**src/rtl/star_mem_arbiter.sv**
```systemverilog
`default_nettype none
// +----------------------------------------------------------------------------+
// | Module      : star_mem_arbiter                                             |
// | Description : Single-port frame-buffer arbiter/sequencer for the star      |
// |               engines, with locked bursts and read-data return routing.    |
// |               Define ARB_ROUND_ROBIN_EN for round-robin arbitration;       |
// |               fixed priority (index 0 highest) otherwise.                  |
// | Revision    : 1.0 - initial release                                        |
// +----------------------------------------------------------------------------+
module star_mem_arbiter #(
  parameter int ADDR_W    = 15,
  parameter int DATA_W    = 3,
  parameter int N_REQ     = 4,
  parameter int MEM_DEPTH = 19200
) (
  input  logic                    clk,
  input  logic                    reset,
  input  logic [N_REQ-1:0]        req,
  input  logic [N_REQ-1:0]        req_we,
  input  logic [N_REQ-1:0]        req_lock,
  input  logic [N_REQ*ADDR_W-1:0] req_addr,
  input  logic [N_REQ*DATA_W-1:0] req_wdata,
  output logic [N_REQ-1:0]        gnt,
  output logic [N_REQ-1:0]        rvalid,
  output logic [DATA_W-1:0]       rdata,
  output logic [ADDR_W-1:0]       mem_addr,
  output logic [DATA_W-1:0]       mem_wdata,
  output logic                    mem_wren,
  input  logic [DATA_W-1:0]       mem_rdata,
  output logic                    err_addr
);

  localparam int              c_sel_w     = 2;
  localparam logic [0:0]      c_st_idle   = 1'b0;
  localparam logic [0:0]      c_st_locked = 1'b1;
  localparam logic [ADDR_W-1:0] c_depth   = ADDR_W'(MEM_DEPTH);

  logic [0:0]         r_state, w_state_nxt;
  logic [c_sel_w-1:0] r_owner, w_owner_nxt;

  logic [ADDR_W-1:0]  w_addr  [N_REQ];
  logic [DATA_W-1:0]  w_wdata [N_REQ];

  logic               w_any;
  logic [c_sel_w-1:0] w_winner;
  logic [ADDR_W-1:0]  w_sel_addr;
  logic [DATA_W-1:0]  w_sel_wdata;
  logic               w_sel_we, w_sel_lock, w_in_range;

  logic               r_tag1_vld, r_tag1_ok, r_tag2_vld, r_tag2_ok;
  logic [c_sel_w-1:0] r_tag1_req, r_tag2_req;

  generate
    for (genvar gi = 0; gi < N_REQ; gi++) begin : g_unpack
      assign w_addr[gi]  = req_addr[gi*ADDR_W +: ADDR_W];
      assign w_wdata[gi] = req_wdata[gi*DATA_W +: DATA_W];
    end
  endgenerate

`ifdef ARB_ROUND_ROBIN_EN
  logic [c_sel_w-1:0] r_ptr, w_ptr_nxt, w_rr_idx;
  logic               w_release;
`endif

  // Winner selection; a locked owner bypasses arbitration entirely.
  always_comb begin
    w_any    = 1'b0;
    w_winner = '0;
`ifdef ARB_ROUND_ROBIN_EN
    w_rr_idx = '0;
`endif
    if (r_state == c_st_locked) begin
      w_any    = req[r_owner];
      w_winner = r_owner;
    end else begin
`ifdef ARB_ROUND_ROBIN_EN
      for (int k = N_REQ - 1; k >= 0; k--) begin
        w_rr_idx = r_ptr + c_sel_w'(k);
        if (req[w_rr_idx]) begin
          w_any    = 1'b1;
          w_winner = w_rr_idx;
        end
      end
`else
      for (int k = N_REQ - 1; k >= 0; k--) begin
        if (req[k]) begin
          w_any    = 1'b1;
          w_winner = c_sel_w'(k);
        end
      end
`endif
    end
  end

  assign w_sel_addr  = w_addr[w_winner];
  assign w_sel_wdata = w_wdata[w_winner];
  assign w_sel_we    = req_we[w_winner];
  assign w_sel_lock  = req_lock[w_winner];
  assign w_in_range  = (w_sel_addr < c_depth);

  // State register
  always_ff @(posedge clk) begin
    if (reset) begin
      r_state <= c_st_idle;
      r_owner <= '0;
    end else begin
      r_state <= w_state_nxt;
      r_owner <= w_owner_nxt;
    end
  end

`ifdef ARB_ROUND_ROBIN_EN
  // Ownership ends on an accepted non-lock beat, or when a locked owner drops req.
  assign w_release = w_any ? ~w_sel_lock : (r_state == c_st_locked);
  assign w_ptr_nxt = w_release ? (w_winner + 2'd1) : r_ptr;

  always_ff @(posedge clk) begin
    if (reset) r_ptr <= '0;
    else       r_ptr <= w_ptr_nxt;
  end
`endif

  // Next-state logic
  always_comb begin
    w_state_nxt = r_state;
    w_owner_nxt = r_owner;
    case (r_state)
      c_st_idle: begin
        if (w_any && w_sel_lock) begin
          w_state_nxt = c_st_locked;
          w_owner_nxt = w_winner;
        end
      end
      c_st_locked: begin
        if (!w_any || !w_sel_lock) w_state_nxt = c_st_idle;
      end
      default: w_state_nxt = c_st_idle;
    endcase
  end

  // Output logic
  always_comb begin
    gnt    = '0;
    rvalid = '0;
    rdata  = '0;
    if (!reset) begin
      if (w_any) gnt[w_winner] = 1'b1;
      if (r_tag2_vld) begin
        rvalid[r_tag2_req] = 1'b1;
        if (r_tag2_ok) rdata = mem_rdata;
      end
    end
  end

  // Memory port and read-tag pipeline aligned to the RAM's one-cycle latency.
  always_ff @(posedge clk) begin
    if (reset) begin
      mem_addr   <= '0;
      mem_wdata  <= '0;
      mem_wren   <= 1'b0;
      err_addr   <= 1'b0;
      r_tag1_vld <= 1'b0;
      r_tag1_req <= '0;
      r_tag1_ok  <= 1'b0;
      r_tag2_vld <= 1'b0;
      r_tag2_req <= '0;
      r_tag2_ok  <= 1'b0;
    end else begin
      mem_wren <= 1'b0;
      if (w_any) begin
        mem_addr  <= w_sel_addr;
        mem_wdata <= w_sel_wdata;
        mem_wren  <= w_sel_we & w_in_range;
        if (!w_in_range) err_addr <= 1'b1;
      end
      r_tag1_vld <= w_any & ~w_sel_we;
      r_tag1_req <= w_winner;
      r_tag1_ok  <= w_in_range;
      r_tag2_vld <= r_tag1_vld;
      r_tag2_req <= r_tag1_req;
      r_tag2_ok  <= r_tag1_ok;
    end
  end

endmodule
`default_nettype wire

```
**config.mk**
```make
export PLATFORM = sky130hd
export DESIGN_NAME = star_mem_arbiter
export DESIGN_NICKNAME = d
export VERILOG_FILES = /design/src/rtl/star_mem_arbiter.sv
export SDC_FILE = /design/constraint.sdc
export NUM_CORES = 1
export LEC_CHECK = 0
export CAP_MARGIN = 30
export CORE_MARGIN = 2
export CORE_UTILIZATION = 37
export DETAILED_ROUTE_END_ITERATION = 8
export PLACE_DENSITY = 0.81
export SLEW_MARGIN = 20
export SYNTH_ARGS = -nofsm -noshare
export SYNTH_HDL_FRONTEND = slang
export SYNTH_SLANG_ARGS = --single-unit
```
**constraint.sdc**
```tcl
create_clock -name clk -period 2.2 [get_ports clk]
set_input_delay 0.44 -clock clk [delete_from_list [all_inputs] [get_ports clk]]
set_output_delay 0.44 -clock clk [all_outputs]
set_load 0.05 [all_outputs]
```
# Word level (Yosys, flattened, before mapping)
# Index checks and enable logic that the tools add are counted.
totals:
  regBits: 31
  latch_bits: 0
  ramBits: 0
  romBits: 0
  in_bits: 89
  out_inout_bits: 31
  wordCells: 71
  n_memories: 0
op_classes:
  add_sub_neg: 0
  n_mul: 0
  div: 0
  order_cmp: 7
  eq_ne: 0
  shift: 0
  muxes: 36
  n_bitwise: 7
  reduce_logical: 9
op_table:
  columns: ["op", "count"]
  rows:
  - ["binary-select mux 15 bit (select 2 bit)", 1]
  - ["2-to-1 mux 15 bit", 2]
  - ["2-to-1 mux 4 bit", 4]
  - ["< comparator 15 bit, second input constant", 1]
  - ["2-to-1 mux 3 bit", 5]
  - ["2-to-1 mux 1 bit", 12]
  - ["2-to-1 mux 2 bit", 5]
  - ["< comparator 2 x 3 -> 1 bit, second input constant", 3]
  - ["binary-select mux 1 bit (select 2 bit)", 3]
  - ["binary-select mux 3 bit (select 2 bit)", 1]
  - ["demux 1 bit (select 2 bit)", 2]
  - [">= comparator 2 x 1 -> 1 bit, second input constant", 2]
  - ["inverter 1 bit", 4]
  - ["AND reduction 2 bit", 2]
  - [">= comparator 3 bit, second input constant", 1]
  - ["logical AND 1 bit", 3]
  - ["inverter 2 -> 3 bit", 1]
  - ["AND 1 bit", 2]
  - ["zero test 1 bit", 2]
  - ["one-hot mux 1 bit (2 select lines)", 1]
  - ["OR reduction 2 bit", 1]
  - ["logical OR 1 bit", 1]

# Depth between registers and ports, before layout
depth:
  depth_word: 12
  depth_mapped: 7
  ltp_nobuf: 5

# Worst setup path before layout
# Ideal clock, no wire load.
synth_path:
  path_type: "input to output"
  from: "in req[3]"
  to: "out gnt[1]"
  arrival_ns: 2.245
  required_ns: 1.760
  setup_slack_ns: -0.485
  cell_stages: 6
  path_buffers: 2
  path_cell_list: "nor2b_1 > o21ai_1 > and2_1 > buf_2 > buf_1 > nor3_1"
synth_between:
  elab_chain_cells: 11
  word_cells_on_any_way: 19
  cone_classes: "order compare (2); mux (16); reduce/logical (1)"
synth_rtl:
  columns: ["element", "line_no", "rtl"]
  rows:
  - ["from (decl)", "18", "input logic [N_REQ-1:0] req,"]
  - ["2-to-1 mux 2 bit (4 in a row)", "86", "if (req[k]) begin"]
  - ["2-to-1 mux 2 bit", "72", "if (r_state == c_st_locked) begin"]
  - ["< comparator 2 x 3 -> 1 bit (implied by the code) / >= comparator 2 x 1 -> 1 bit (equally long branches)", "147", "if (w_any) gnt[w_winner] = 1'b1;"]
  - ["logical AND 1 bit (implied by the code)", "147", null]
  - ["2-to-1 mux 1 bit (implied by the code)", "147", null]
  - ["demux 1 bit (select 2 bit)", "147", null]
  - ["2-to-1 mux 4 bit *", "147", null]
  - ["2-to-1 mux 4 bit *", "146", "if (!reset) begin"]
  - ["to (decl)", "23", "output logic [N_REQ-1:0] gnt,"]
# Every way passes the cells marked *; elsewhere a longest branch is shown, timed or not. The select of a mux whose other input is x is not followed.

# Worst setup path in the final report
layout_path:
  from: "reg r_owner[0]"
  to: "out gnt[1]"
layout_between:
  elab_chain_cells: 7
  word_cells_on_any_way: 11
  cone_classes: "order compare (2); mux (8); reduce/logical (1)"
layout_rtl:
  columns: ["element", "line_no", "rtl"]
  rows:
  - ["from (decl)", "39", "logic [c_sel_w-1:0] r_owner, w_owner_nxt;"]
  - ["from (signal assigned)", "108", "r_owner <= w_owner_nxt;"]
  - ["2-to-1 mux 2 bit", "72", null]
  - ["< comparator 2 x 3 -> 1 bit (implied by the code) / >= comparator 2 x 1 -> 1 bit (equally long branches)", "147", null]
  - ["logical AND 1 bit (implied by the code)", "147", null]
  - ["2-to-1 mux 1 bit (implied by the code)", "147", null]
  - ["demux 1 bit (select 2 bit)", "147", null]
  - ["2-to-1 mux 4 bit *", "147", null]
  - ["2-to-1 mux 4 bit *", "146", null]
# Marks and branches as above.

==> metrics.md <==
| Metric | Value |
|---|---|
| Clock power share | `20.9%` |
| Clk root buf | `clkbuf_8` |
| Fin crit period | `2.19 ns` |
| Worst clock skew | `0.00374 ns` |
| Setup violators final | `0` |
| CTS tree | `done` |
| Fillcell total | `405` |
| Port bufs | `119` |
| Std-Cell Rows | `26` |
| Hold WC Path Type | `register to register` |
| Die width | `75.5 um` |
| Crit-path cells | `mux4_2, a21boi_4, or2_4, nor3_2, buf_6` |
| Most frequent cells in the layout | `clkdlybuf4s50_1, nand2_1, mux2i_1` |
| Part of the power in combinational logic | `47.5%` |
| Hold Crit Start | `r_tag1_vld` |
| Worst vdd ir | `0.305 mV` |
| PwrDens | `592 nW/um2` |
| Die ar. | `5700 um2` |
| Number of enable flip-flop cells after synthesis | `0` |
| Req. time, crit path | `1.76 ns` |
| Clock-pin slew on the worst setup and hold paths | `0.06 ns` |
| Insertion delay of the later-clocked pin in the worst-skew pair | `0.29 ns` |
| Htree depth | `2` |
| LEAKAGE | `1.46 nW` |
| Worst setup SP type | `register` |
| Post-Syn Nets | `300` |
| Clk sinks | `31` |
| Vias | `2,182` |
| Fin. Hold Viols | `0` |
| Sequential share of power | `31.6%` |
| All-layer global routing usage | `22.7%` |
| Reg2reg start | `r_state` |
| # hold bufs at CTS | `0` |
| Max-slew violation count | `0` |
| 1st-iter DRT viols | `69` |
| Largest cells by area after synthesis | `dfxtp_1, mux2i_1, a32o_1` |
| Dpl ws | `-0.483 ns` |
| Worst Tran Pin Value | `0.536 ns` |
| Global-route wire length before repair | `9770 um` |
| Wire per inst | `14.6 um` |
| Slowest stage delay, CP | `0.53 ns` |
| Synth warn | `0` |
| Status | `completed` |
| Area grow syn2layout | `93.1%` |
| Largest net degree at the start of global routing | `20` |
| DRT Pass-1 Iters | `4` |
| WP data arrival | `1.75 ns` |
| Dominant synthesized flop cell | `dfxtp_1` |
| Int Pwr | `0.00139 W` |
| Cell count after synthesis | `211` |
| Psw | `0.000773 W` |
| Top cell type's share of synthesized area | `32.8%` |
| Cell Area, Synth | `1890 um2` |
| Post-Route WL | `6310 um` |
| Nets | `451` |
| Number of global-route vias before repair | `2,177` |
| Hpwl dp | `4980 um` |
| FMAX | `0.457 GHz` |
| Slowest stage cell, crit path | `mux4_2` |
| Yosys cell types | `36` |
| RSZ-0062 raised after global routing | `yes` |
| Diode count | `0` |
| Sw Ratio | `35.7%` |
| Final worst setup slack | `0.00992 ns` |
| Synth async-reset ratio | `0%` |
| Final core occ | `73.0%` |
| CP Launch Point | `r_owner[0]` |
| Critical path endpoint category | `output pin` |
| Antenna-violating nets left | `0` |
| Relative slew slack | `64.2%` |
| Vias per cell | `5.05` |
| Commonest non-fill, non-tap cell in the layout | `clkdlybuf4s50_1` |
| Part of the cycle the worst path needs | `99.5%` |
| Mean Syn Cell Area | `8.97 um2` |
| Number of CTS-inserted buffers | `5` |
| Overflow after GRT | `0` |
| CP max FO | `3` |
| Num ports | `120` |
| Synth area leader | `dfxtp_1` |
| Yosys reg bits | `31` |
| Kind of critical path | `register to output pin` |
| # DRC | `0` |
| Core Footprint | `5010 um2` |
| Die H | `75.5 um` |
| # Max-Cap Violations | `0` |
| Initial antenna violation count | `0` |
| Initial core utilization | `37.8%` |
| RePlAce Congestion | `0.752` |
| Final hold slack | `0.438 ns` |
| Fraction of layout cells with a size suffix above 1 | `21.8%` |
| Sequential area share after synthesis | `32.8%` |
| Max Root-Sink Buffers | `2` |
[metal layers]
layer  vias up  share of wire (%)  global-route usage (%)
li1       1081                  -                       -
met1      1003                 39                    24.7
met2        86                 52                    41.8
met3        12                6.5                    5.82
met4         0                2.3                    8.58
met5         -                  0                       0
[area by class of cell]
type                    instances  area [um2]  share of cell area, %
multi-input cells             163        1250                   34.3
well taps                      70        87.6                   2.40
clock inverters                 1        5.00                  0.137
inverters                       2        7.51                  0.205
repair buffers                159        1600                   43.7
clock buffers                   6        82.6                   2.26
flip-flops and latches         31         622                   17.0
[worst paths after layout]
check,end,slack (ns),cells after the start
setup / recovery,gnt[1],0.01,5
hold / removal,r_tag2_vld,0.44,1
setup reg to reg,mem_wren,0.20,7
hold reg to reg,r_tag2_vld,0.44,1
[flip-flops by register name, summed over array words and instances, names as in the netlist]
register	cells
mem_addr	15
mem_wdata	3
r_owner	2
r_tag1_req	2
r_tag2_req	2
err_addr	1
mem_wren	1
r_state	1
r_tag1_ok	1
r_tag1_vld	1
r_tag2_ok	1
r_tag2_vld	1
[logic make-up (layout without fill, tap and decap cells)]
logic type      count (synthesis)  in the layout  synth area share (%)
compound gates                 40             40                  19.4
buf+inv                        17            168                  4.89
mux                            43             43                  23.4
simple gates                   80             80                  19.6
flops                          31             31                  32.8
[metrics by stage]
stage	power [W]	cell area [um2]	TNS (ns)	std cells
after global placement	0.00166	3450	-8.73	416
after CTS	0.00217	3660	-0.00137	432
after detailed placement	0.00167	3450	-10.24	416
after global routing	0.00227	3660	-0.244	432
after floorplan	0.00123	1920	-0.0573	211
final	0.00216	3660	0	432
[critical path, delay by kind of cell, from the launching register on]
| family | cells | cell delay [ns] |
|---|---|---|
| simple gates | 2 | 0.22 |
| compound gates | 1 | 0.22 |
| flops | 1 | 0.34 |
| mux | 1 | 0.53 |
| buf+inv | 1 | 0.14 |
[Yosys cell counts (2+ instances only)]
cell type	count
nor2b_1	6
nand3_1	4
nor3_1	2
dfxtp_1	31
and2_1	3
buf_2	2
clkbuf_1	6
a21oi_1	3
a21boi_1	3
mux2i_1	42
inv_1	2
a211oi_1	4
a32o_1	19
and3_1	6
buf_4	5
nor2_1	7
nand2_1	46
a21boi_0	2
[what timing repair did]
action                     in CTS  in global routing
hold endpoints to repair        0                  0
buffers inserted                9                  0
pin swaps                       7                  0
setup endpoints to repair      24                  6
gates resized for setup        28                  1
[power by group through the flow]
stage	logic, W	clock network [W]	registers, W
global route	0.00109	0.000483	0.000694
detailed placement	0.000981	0	0.000693
CTS	0.00103	0.000458	0.000683
floorplan	0.000346	0	0.000889
finish	0.00103	0.000452	0.000684
global placement	0.000968	0	0.000690
(Power assumes the default switching activity.)
